`config.mk`:
```
export PLATFORM = sky130hd
export DESIGN_NAME = prbs_popcount
export DESIGN_NICKNAME = d
export VERILOG_FILES = /design/src/rtl/prbs_chk_popcount.sv
export SDC_FILE = /design/constraint.sdc
export NUM_CORES = 1
export LEC_CHECK = 0
export BUFFER_PORTS_ARGS = -buffer_cell sky130_fd_sc_hd__buf_2
export CORE_MARGIN = 4
export CORE_UTILIZATION = 52
export CTS_CLUSTER_DIAMETER = 80
export DETAILED_ROUTE_END_ITERATION = 16
export PLACE_DENSITY_LB_ADDON = 0.05
export SLEW_MARGIN = 20
export SYNTH_ARGS = -nofsm -noshare
export SYNTH_HDL_FRONTEND = slang
export SYNTH_SLANG_ARGS = --single-unit
```
`constraint.sdc`:
```
create_clock -name clk -period 0.8 [get_ports clk]
set_clock_uncertainty 0.2 [all_clocks]
set_input_delay 0.08 -clock clk [delete_from_list [all_inputs] [get_ports clk]]
set_output_delay 0.08 -clock clk [all_outputs]
set_load 0.01 [all_outputs]
```
`src/rtl/prbs_chk_popcount.sv`:
```
// rtl/prbs_chk_popcount.sv - registered popcount of an error vector
// Ports: clk, rst_n (async, active low); data/valid in; count/count_valid registered out.
module prbs_popcount #(
  parameter int size  = 32,
  parameter int width = $clog2(size + 1)
) (
  input  logic             clk,
  input  logic             rst_n,
  input  logic [size-1:0]  data,
  input  logic             valid,
  output logic [width-1:0] count,
  output logic             count_valid
);

  logic [width-1:0] sum;

  always_comb begin
    sum = '0;
    for (int i = 0; i < size; i++) begin
      sum = sum + width'(data[i]);
    end
  end

  always_ff @(posedge clk or negedge rst_n) begin
    if (!rst_n) begin
      count       <= '0;
      count_valid <= 1'b0;
    end else begin
      count_valid <= valid;
      count       <= valid ? sum : '0;
    end
  end

endmodule

```
Word level (Yosys, flattened, before mapping):

Cells that the tools add are included.

* flip-flop bits (word level): 7
* output and inout port bits: 7

* add/sub/neg operators: 31
* mux-type cells: 1

Operators with widths (number)
* adder 6 x 1 -> 6 bit: 26
* adder 5 x 1 -> 6 bit: 1
* two-way mux 6 bit: 1
* adder 4 x 1 -> 5 bit: 1
* adder 3 x 1 -> 4 bit: 1
* adder 2 x 1 -> 3 bit: 1
* adder 1 x 1 -> 2 bit: 1

Logic depth before layout (Yosys ltp):

Gate-level depths: netlist of the first run.

* word-level depth: 32
* mapped depth: 14
* gate-level depth less buffers: 14

Least setup slack after synthesis of the first run:

Ideal clock, no wire load.

* kind: input-to-reg
* start point: input data[0]
* end point: register count[4]
* setup time: 79 ps
* data arrival time: 4134 ps
* data required time: 521 ps
* setup slack: -3614 ps
* stages on the path: 13
* path through: inv_1 fa_1 fa_1 fa_1 fa_1 fa_1 fa_1 inv_1 ha_1 fa_1 a21o_1 a21oi_2 mux2i_1

* longest elaborated chain between the ends: 32

Ends and longest elaborated chain
* start: declaration: line 9 `input logic [size-1:0] data,`
* adder 1 x 1 -> 2 bit: line 20 `sum = sum + width'(data[i]);`
* adder 2 x 1 -> 3 bit: line 20
* adder 3 x 1 -> 4 bit: line 20
* adder 4 x 1 -> 5 bit: line 20
* adder 5 x 1 -> 6 bit: line 20
* adder 6 x 1 -> 6 bit (26 in series): line 20
* two-way mux 6 bit: line 30 `count <= valid ? sum : '0;`
* end signal: assignment: line 30
* end: declaration: line 11 `output logic [width-1:0] count,`

Every way passes these cells.

Worst setup path after layout of the first run:

* start point: input data[3]
* end point: register count[4]

* longest elaborated chain between the ends: 30

Ends and longest elaborated chain (line)
* adder 3 x 1 -> 4 bit: 20
* adder 4 x 1 -> 5 bit: 20
* adder 5 x 1 -> 6 bit: 20
* adder 6 x 1 -> 6 bit (26 in series): 20
* two-way mux 6 bit: 30

Every way passes these cells.

==> impl_metrics.tcl, run 1 <==
set metrics [dict create \
    clock.fmax_mhz 238 \
    cp_slowest_cell "fa_1" \
    critPathMaxStageDelay_ns 0.57 \
    rsz0062_at_grt "true" \
    status "finished, violations left" \
    cts_buffer_depth 2 \
    synthesis.nets 166 \
    yosysUniqueCellTypes 18 \
    setup.worst_path.start "data[3]" \
    routedWlPerCell_um 10.2 \
    dp.cells 168 \
    crit_type "input pin to flip-flop" \
    via_count 736 \
    setup_tns_ns -20.56 \
    vias_per_cell 4.23 \
    synth_area_per_cell_um2 10.3 \
    ys_seq_area_frac 0.171 \
    nFillCells 154 \
    rows 15 \
    hp-start "valid" \
    setup_slack_ns -3.40 \
    hold_buffers 1 \
    total_power_uw 6670 \
    cts_root_buf "clkbuf_4" \
    p_seq_frac 0.078 \
    nNetsFinal 216 \
    layout_commonest_cell "inv_1" \
    htree_num_levels 1 \
    fin_cells 174 \
    clock_sinks 7 \
    internal-power_uw 3750 \
    critPathMaxFanout 2 \
    synthToLayoutAreaGrowth_pct 35.0 \
    wl_um 1780 \
    start_util 0.570 \
    io_buffers 41 \
    die_h_um 52.4 \
    clkPwrFrac 0.047 \
    final_cell_mix "inv_1, buf_2, fa_1" \
    end_kind "flip-flop" \
    drtPass1Iterations 2 \
    clk_pin_slew_ns 0.05 \
    grtUsageMet1 0.189 \
    grt_most_used_layer "met2" \
    core_um2 1800 \
    holdWs_ns -0.181 \
    syn_inst 100 \
    syn_area_um2 1030 \
    grtUsageTotal 0.160 \
    power.density_nw_per_um2 4810 \
    hp-class "input pin to flip-flop" \
    maxCapViolations 0 \
    fp.dieW_um 52.4 \
    path_cells "buf_6, inv_4, fa_1, fa_2, fa_2, fa_1, fa_1, fa_1, inv_2, ha_4, fa_2, a21o_1, a21oi_2, mux2i_1" \
    use_met2 0.291 \
    antenna_cells 0 \
    slew-limit-headroom 0.892 \
    grt_pass1_vias 827 \
    grt_antenna_before_repair 0 \
    endpoint "count[4]" \
    drc 0 \
    yosysWarnings 0 \
    peakVddDrop_v 0.00533 \
    violations "negative hold slack, negative setup slack" \
    period_minus_slack_ns 4.20 \
    p_sw_frac 0.438 \
    cpMostUsedCell "fa_1" \
    power.switching_uw 2920 \
    combPwrFrac 0.874 \
    first_iter_violations 1 \
    antenna_left 0 \
    die_area_um2 2750 \
    ios 42 \
    setup_viol 13 \
    cts_tree "done" \
    worst_pin_slew_ns 0.162 \
    grt_max_degree 8 \
    start_kind "input pin" \
    fin_crit_sh 5.25 \
    grt_pass1_wl_um 3240 \
    maxSlewViolCount 0 \
    place_congestion 0.702 \
    drive_gt1_frac 0.436 \
    numCtsBuffers 3 \
    gr-total-overflow 0 \
    postPlaceCellArea_um2 1310 \
    p_leak_uw 0.000834 \
    finalHoldViolCount 6 \
    ys_ff_latch 7 \
    met3_usage 0.0456 \
    hpwlAfterDp_um 1580 \
    finalInstanceArea_um2 1390 \
    arrival_ns 4.17 \
    critPathRequiredTime_ns 0.78 \
]
==> cells in the mapped netlist <==
cell type,number,area (µm²)
a21boi_1,1,7.51
a21o_1,1,7.51
a21oi_1,1,5.00
a21oi_2,1,8.76
and2_1,2,12.5
and3b_1,1,8.76
dfrtp_1,7,175
fa_1,24,480
ha_1,7,87.6
inv_1,47,176
mux2i_1,1,10.0
nand2_1,1,3.75
nand2b_1,1,6.26
nand3_1,1,5.00
nor2_1,1,3.75
nor3_2,1,10.0
o21ba_1,1,10.0
xnor2_1,1,8.76
==> cells by family after synthesis <==
kind of cell / synth area share
adders and majority gates: 0.553
and+or+nand+nor: 0.0487
xor gates and xnor gates: 0.00853
buffers and inverters: 0.172
muxes: 0.00974
AOI/OAI and AO/OA: 0.0378
DFF: 0.171
==> power by group through the flow <==
stage | sequential, µW | clock [µW] | combinational, µW
3_5_place_dp | 527 | 0 | 5190
3_3_place_gp | 525 | 0 | 5140
6_report | 523 | 316 | 5830
2_1_floorplan | 594 | 0 | 3900
4_1_cts | 522 | 325 | 5940
5_1_grt | 528 | 356 | 6680
==> metal layers <==
| metal | share of wire | wire [µm] |
|---|---|---|
| met1 | 0.36 | 644 |
| met2 | 0.56 | 1000 |
| met3 | 0.069 | 122 |
| met4 | 0.0067 | 12 |
| met5 | 0 | 0 |
==> cell type report <==
type,instances,area (µm²),share of cell area
timing repair buffer,45,256,0.185
inverter,47,184,0.133
sequential,7,175,0.126
clock buffer,4,26.3,0.0190
tap,25,31.3,0.0226
multi-input combinational,46,713,0.514
==> metrics by stage <==
stage,setup WS (ns),util,hold slack [ns]
CTS,-3.42,0.768,-0.186
global route,-3.59,0.769,-0.184
detailed placement,-3.73,0.726,-0.283
finish,-3.40,0.769,-0.181
global placement,-3.72,0.726,-0.287
floorplan,-3.53,-,-0.416
==> how the worst min path moves through the flow <==
stage                       end  slack, ns  cells after the start
global route        count_valid      -0.18                      1
CTS                 count_valid      -0.19                      1
global placement       count[5]      -0.29                      1
finish              count_valid      -0.18                      1
floorplan              count[0]      -0.42                      0
detailed placement     count[5]      -0.28                      1
==> state kept, by name, summed over array words and instances (netlist names) <==
name / count
count: 6
count_valid: 1
==> what timing repair did <==
action / CTS / global route
buffers inserted: 1 / 1
hold endpoints to repair: 13 / 6
pin swaps: 6 / 5
resized for setup: 9 / 3
setup endpoints to repair: 13 / 13
==> worst max-delay path, delay by kind of cell <==
family	cells	cell delay (ns)
buf+inv	3	0.14
fa+ha+maj	8	3.45
compound gates	2	0.31
mux	1	0.18
Power figures use the tool's default switching activity.
==> run 2, diff against run 1 <==
--- a/config.mk
+++ b/config.mk
@@ -7,10 +7,11 @@
 export LEC_CHECK = 0
 export BUFFER_PORTS_ARGS = -buffer_cell sky130_fd_sc_hd__buf_2
 export CORE_MARGIN = 4
-export CORE_UTILIZATION = 52
+export CORE_UTILIZATION = 49
 export CTS_CLUSTER_DIAMETER = 80
 export DETAILED_ROUTE_END_ITERATION = 16
 export PLACE_DENSITY_LB_ADDON = 0.05
+export RECOVER_POWER = 50
 export SLEW_MARGIN = 20
 export SYNTH_ARGS = -nofsm -noshare
 export SYNTH_HDL_FRONTEND = slang
==> constraint.sdc (replaced) <==
create_clock -name clk -period 0.8 [get_ports clk]
set_clock_uncertainty 0.2 [all_clocks]
set_input_delay 0.12 -clock clk [delete_from_list [all_inputs] [get_ports clk]]
set_output_delay 0.12 -clock clk [all_outputs]
set_load 0.01 [all_outputs]
==> run 2 against run 1 <==
The flow still finishes with violations (negative hold slack, negative setup slack). Clock-buffer cell count did not move. Worst setup slack worse by 0.074 ns. Combinational power rose by 5.0%. Sequential cell count did not move. First-iteration DRC count did not move. Critical path type unchanged. Critical endpoint unchanged.
==> impl_metrics.tcl, run 2 (synthesis results as in run 1) <==
set metrics [dict create \
    drc 0 \
    m1WireLength_um 609 \
    grt_pass1_wl_um 2750 \
    dr_wl_met2_um 895 \
    critPathMaxFanout 2 \
    fin_util 0.703 \
    hpwlAfterDp_um 1550 \
    regMostFlops "count" \
    worst_pin_slew_ns 0.265 \
    drtPass1Iterations 2 \
    layout_commonest_cell "inv_1" \
    ios 42 \
    arrival_ns 4.25 \
    core_um2 1980 \
    start_util 0.518 \
    critPathRequiredTime_ns 0.78 \
    largest_reg_flops 6 \
    antenna_cells 0 \
    total_power_uw 6960 \
    vias_per_cell 4.27 \
    die_area_um2 2890 \
    wl_um 1640 \
    clock_sinks 7 \
    grtUsageTotal 0.131 \
    holdWs_ns -0.103 \
    top_regs "count (6), count_valid (1)" \
    via_count 756 \
    crit_type "input pin to flip-flop" \
    numCtsBuffers 3 \
    multi_input_area_um2 716 \
    highest_layer "met4" \
    rows 16 \
    met3WireLength_um 126 \
    nFillCells 169 \
    end_kind "flip-flop" \
    synthToLayoutAreaGrowth_pct 35.6 \
    period_minus_slack_ns 4.27 \
    grt_max_degree 8 \
    hold_buffers 1 \
    ff_latch_area_um2 175 \
    htree_num_levels 1 \
    maxSlewViolCount 0 \
    fin_cells 177 \
    cts_root_buf "clkbuf_4" \
    routedWlPerCell_um 9.27 \
    dp.cells 170 \
    nNetsFinal 217 \
    hp-class "input pin to flip-flop" \
    start_kind "input pin" \
    cts_tree "done" \
    gr-total-overflow 0 \
    status "finished, violations left" \
    io_buffers 41 \
    die_h_um 53.8 \
    violations "negative hold slack, negative setup slack" \
    p_leak_uw 0.000836 \
    setup_slack_ns -3.47 \
    fin_crit_sh 5.34 \
    first_iter_violations 1 \
    maxCapViolations 0 \
    place_congestion 0.661 \
    pre_cts_ws_ns -3.80 \
    final_cell_mix "inv_1, buf_2, fa_1" \
    peakVddDrop_v 0.00446 \
    finalHoldViolCount 1 \
    fp.dieW_um 53.8 \
    power.density_nw_per_um2 5000 \
    clk_pin_slew_ns 0.05 \
    grt_pass1_vias 701 \
    slew-limit-headroom 0.823 \
    cts_buffer_depth 2 \
    setup_viol 13 \
    clock.fmax_mhz 234 \
    grt_antenna_before_repair 0 \
    drive_gt1_frac 0.447 \
    antenna_left 0 \
    rsz0062_at_grt "true" \
]
-- run 2: final timing paths --
path | startpoint | to | slack, ns | cells after the start
worst max-delay path | data[11] | count[4] | -3.47 | 14
worst min-delay path | valid | count_valid | -0.10 | 1
max in group asynchronous | rst_n | count[3] | 0.20 | 2
min in group asynchronous | rst_n | count[2] | 0.04 | 2
-- run 2: routing by layer --
layer  global-route usage  up-vias
met1                0.170      358
met3               0.0416        3
met4               0.0255        0
met2                0.216       24
met5                    0        -
li1                     -      371
-- run 2: worst max-delay path, cell delays in order --
cell and delay, ns:
buf_2 0.07, inv_1 0.05, fa_1 0.55, fa_1 0.44, fa_2 0.56, fa_1 0.43
fa_1 0.46, fa_1 0.50, inv_2 0.05, ha_4 0.16, fa_2 0.35, a21o_1 0.18
a21oi_2 0.14, mux2i_1 0.19
-- run 2: through the flow --
step | setup TNS, ns | cell area [µm²]
final | -21.17 | 1390
after global routing | -22.14 | 1390
after CTS | -21.27 | 1370
after detailed placement | -21.29 | 1310
after global placement | -21.13 | 1310
after floorplan | -19.70 | 1060
-- run 2: final cells by class --
type                            count  share of cell area
Timing Repair Buffer               46               0.187
Multi-Input combinational cell     46               0.514
Inverter                           47               0.130
Sequential cell                     7               0.126
Tap cell                           27              0.0243
Clock buffer                        4              0.0189
-- run 2: power breakdown --
group | internal, µW | total [µW] | switching (µW) | leakage [µW]
Sequential | 503 | 524 | 21.3 | 0.0000901
Clock | 190 | 320 | 130 | 0.0000150
Combinational | 3290 | 6120 | 2830 | 0.000731
Total | 3980 | 6960 | 2980 | 0.000836
-- run 2: timing repair --
item | CTS | global route
endpoints found under the setup margin | 13 | 13
endpoints found under the hold margin | 13 | 6
setup buffers | 0 | 2
pin swaps | 5 | 3
resized for setup | 6 | 5
==> run 3, diff against run 2 <==
--- a/config.mk
+++ b/config.mk
@@ -10,7 +10,7 @@
 export CORE_UTILIZATION = 49
 export CTS_CLUSTER_DIAMETER = 80
 export DETAILED_ROUTE_END_ITERATION = 16
-export PLACE_DENSITY_LB_ADDON = 0.05
+export PLACE_DENSITY = 0.81
 export RECOVER_POWER = 50
 export SLEW_MARGIN = 20
 export SYNTH_ARGS = -nofsm -noshare
==> run 3 against run 2 <==
The run still ends with negative hold slack, negative setup slack left. Power grew 4.5%. Sequential share of layout area shrank 0.23 points. Worst setup slack lost 0.11 ns. Largest cell class unchanged. Combinational power grew 5.4%. Wire length grew 20%. Clock-buffer cell count is the same.
==> impl_metrics.tcl, run 3 (synthesis results as in run 1) <==
set metrics [dict create \
    status "finished, violations left" \
    violations "negative hold slack, negative setup slack" \
    fp.dieW_um 53.8 \
    highest_layer "met4" \
    total_power_uw 7280 \
    synthToLayoutAreaGrowth_pct 38.1 \
    setup_viol 13 \
    start_util 0.518 \
    critPathMaxFanout 2 \
    vias_per_cell 4.33 \
    maxCapViolations 0 \
    antenna_left 0 \
    regMostFlops "count" \
    htree_num_levels 1 \
    dr_wl_met2_um 1220 \
    fin_crit_sh 5.48 \
    cpMostUsedCell "fa_1" \
    io_buffers 41 \
    grt_antenna_before_repair 0 \
    setup_tns_ns -21.76 \
    slew-limit-headroom 0.829 \
    m1WireLength_um 592 \
    clk_pin_slew_ns 0.05 \
    pre_cts_ws_ns -3.80 \
    cts_root_buf "clkbuf_4" \
    path_cells "buf_6, fa_1, inv_2, fa_1, fa_1, fa_1, fa_1, fa_1, inv_2, ha_4, fa_2, a21o_1, a21oi_2, mux2i_1" \
    nNetsFinal 218 \
    grt_max_degree 8 \
    cts_buffer_depth 2 \
    start_kind "input pin" \
    largest_reg_flops 6 \
    setup_slack_ns -3.59 \
    gr-total-overflow 0 \
    crit_type "input pin to flip-flop" \
    via_count 770 \
    antenna_cells 0 \
    die_area_um2 2890 \
    postPlaceCellArea_um2 1320 \
    grtUsageTotal 0.167 \
    ios 42 \
    drc 0 \
    fin_util 0.716 \
    grt_pass1_wl_um 3300 \
    worst_pin_slew_ns 0.256 \
    period_minus_slack_ns 4.39 \
    wl_um 1960 \
    end_kind "flip-flop" \
    met3WireLength_um 128 \
    layout_commonest_cell "inv_1" \
    rows 16 \
    drive_gt1_frac 0.464 \
    cp_slowest_cell "fa_1" \
    nFillCells 150 \
    clock_sinks 7 \
    finalInstanceArea_um2 1420 \
    first_iter_violations 5 \
    hold_buffers 1 \
    holdWs_ns -0.100 \
    final_cell_mix "inv_1, buf_2, fa_1" \
    p_leak_uw 0.000843 \
    critPathMaxStageDelay_ns 0.57 \
    finalHoldViolCount 1 \
    die_h_um 53.8 \
    power.density_nw_per_um2 5130 \
    setup.worst_path.start "data[17]" \
    critPathRequiredTime_ns 0.77 \
    endpoint "count[4]" \
    core_um2 1980 \
    grt_pass1_vias 817 \
    peakVddDrop_v 0.00382 \
    hpwlAfterDp_um 1700 \
    arrival_ns 4.36 \
    routedWlPerCell_um 11.0 \
    numCtsBuffers 3 \
    drtPass1Iterations 2 \
    hp-class "input pin to flip-flop" \
    maxSlewViolCount 0 \
    cts_tree "done" \
    top_regs "count (6), count_valid (1)" \
    rsz0062_at_grt "true" \
    place_congestion 0.747 \
    clock.fmax_mhz 228 \
]
==> run 3: cell type report <==
type                            count  area [µm²]  area share
Sequential cell                     7         175       0.123
Clock buffer                        4        26.3      0.0185
Timing Repair Buffer               47         284       0.200
Multi-Input combinational cell     46         718       0.506
Tap cell                           27        33.8      0.0238
Inverter                           47         181       0.128
==> run 3: how the worst min path moves through the flow <==
| stage | startpoint | endpoint | slack (ns) | cells after the start |
|---|---|---|---|---|
| 6_report | valid | count_valid | -0.10 | 1 |
| 5_1_grt | valid | count_valid | -0.10 | 1 |
| 4_1_cts | valid | count_valid | -0.15 | 1 |
| 3_5_place_dp | rst_n | count[5] | -0.24 | 1 |
| 3_3_place_gp | rst_n | count[3] | -0.25 | 1 |
| 2_1_floorplan | rst_n | count[0] | -0.38 | 0 |
==> run 3: where the power goes <==
group	internal (µW)	switching, µW	leakage [µW]
Combinational	3370	3080	0.000738
Sequential	499	20.3	0.0000901
Clock	190	120	0.0000150
==> run 3: metrics by stage <==
step,instances,hold slack (ns)
after detailed placement,171,-0.241
after CTS,177,-0.145
after floorplan,100,-0.376
final,178,-0.100
after global routing,178,-0.101
after global placement,171,-0.249
==> run 3: worst max-delay path, delay by kind of cell <==
kind | cells | cell delay, ns
buffers and inverters | 3 | 0.18
adder cells (fa/ha/maj) | 8 | 3.47
multiplexers | 1 | 0.18
AO/OA/AOI/OAI | 2 | 0.38
==> run 3: timing repair <==
item | CTS | global route
pin swaps | 3 | 7
endpoints found under the setup margin | 13 | 13
setup buffers | 1 | 1
resized for setup | 8 | 9
hold endpoints to repair | 13 | 6
==> run 3: metal layers <==
layer  global-route usage  vias up
met2                0.329       25
met3               0.0416        2
li1                     -      372
met4               0.0383        0
met1                0.173      371
met5                    0        -
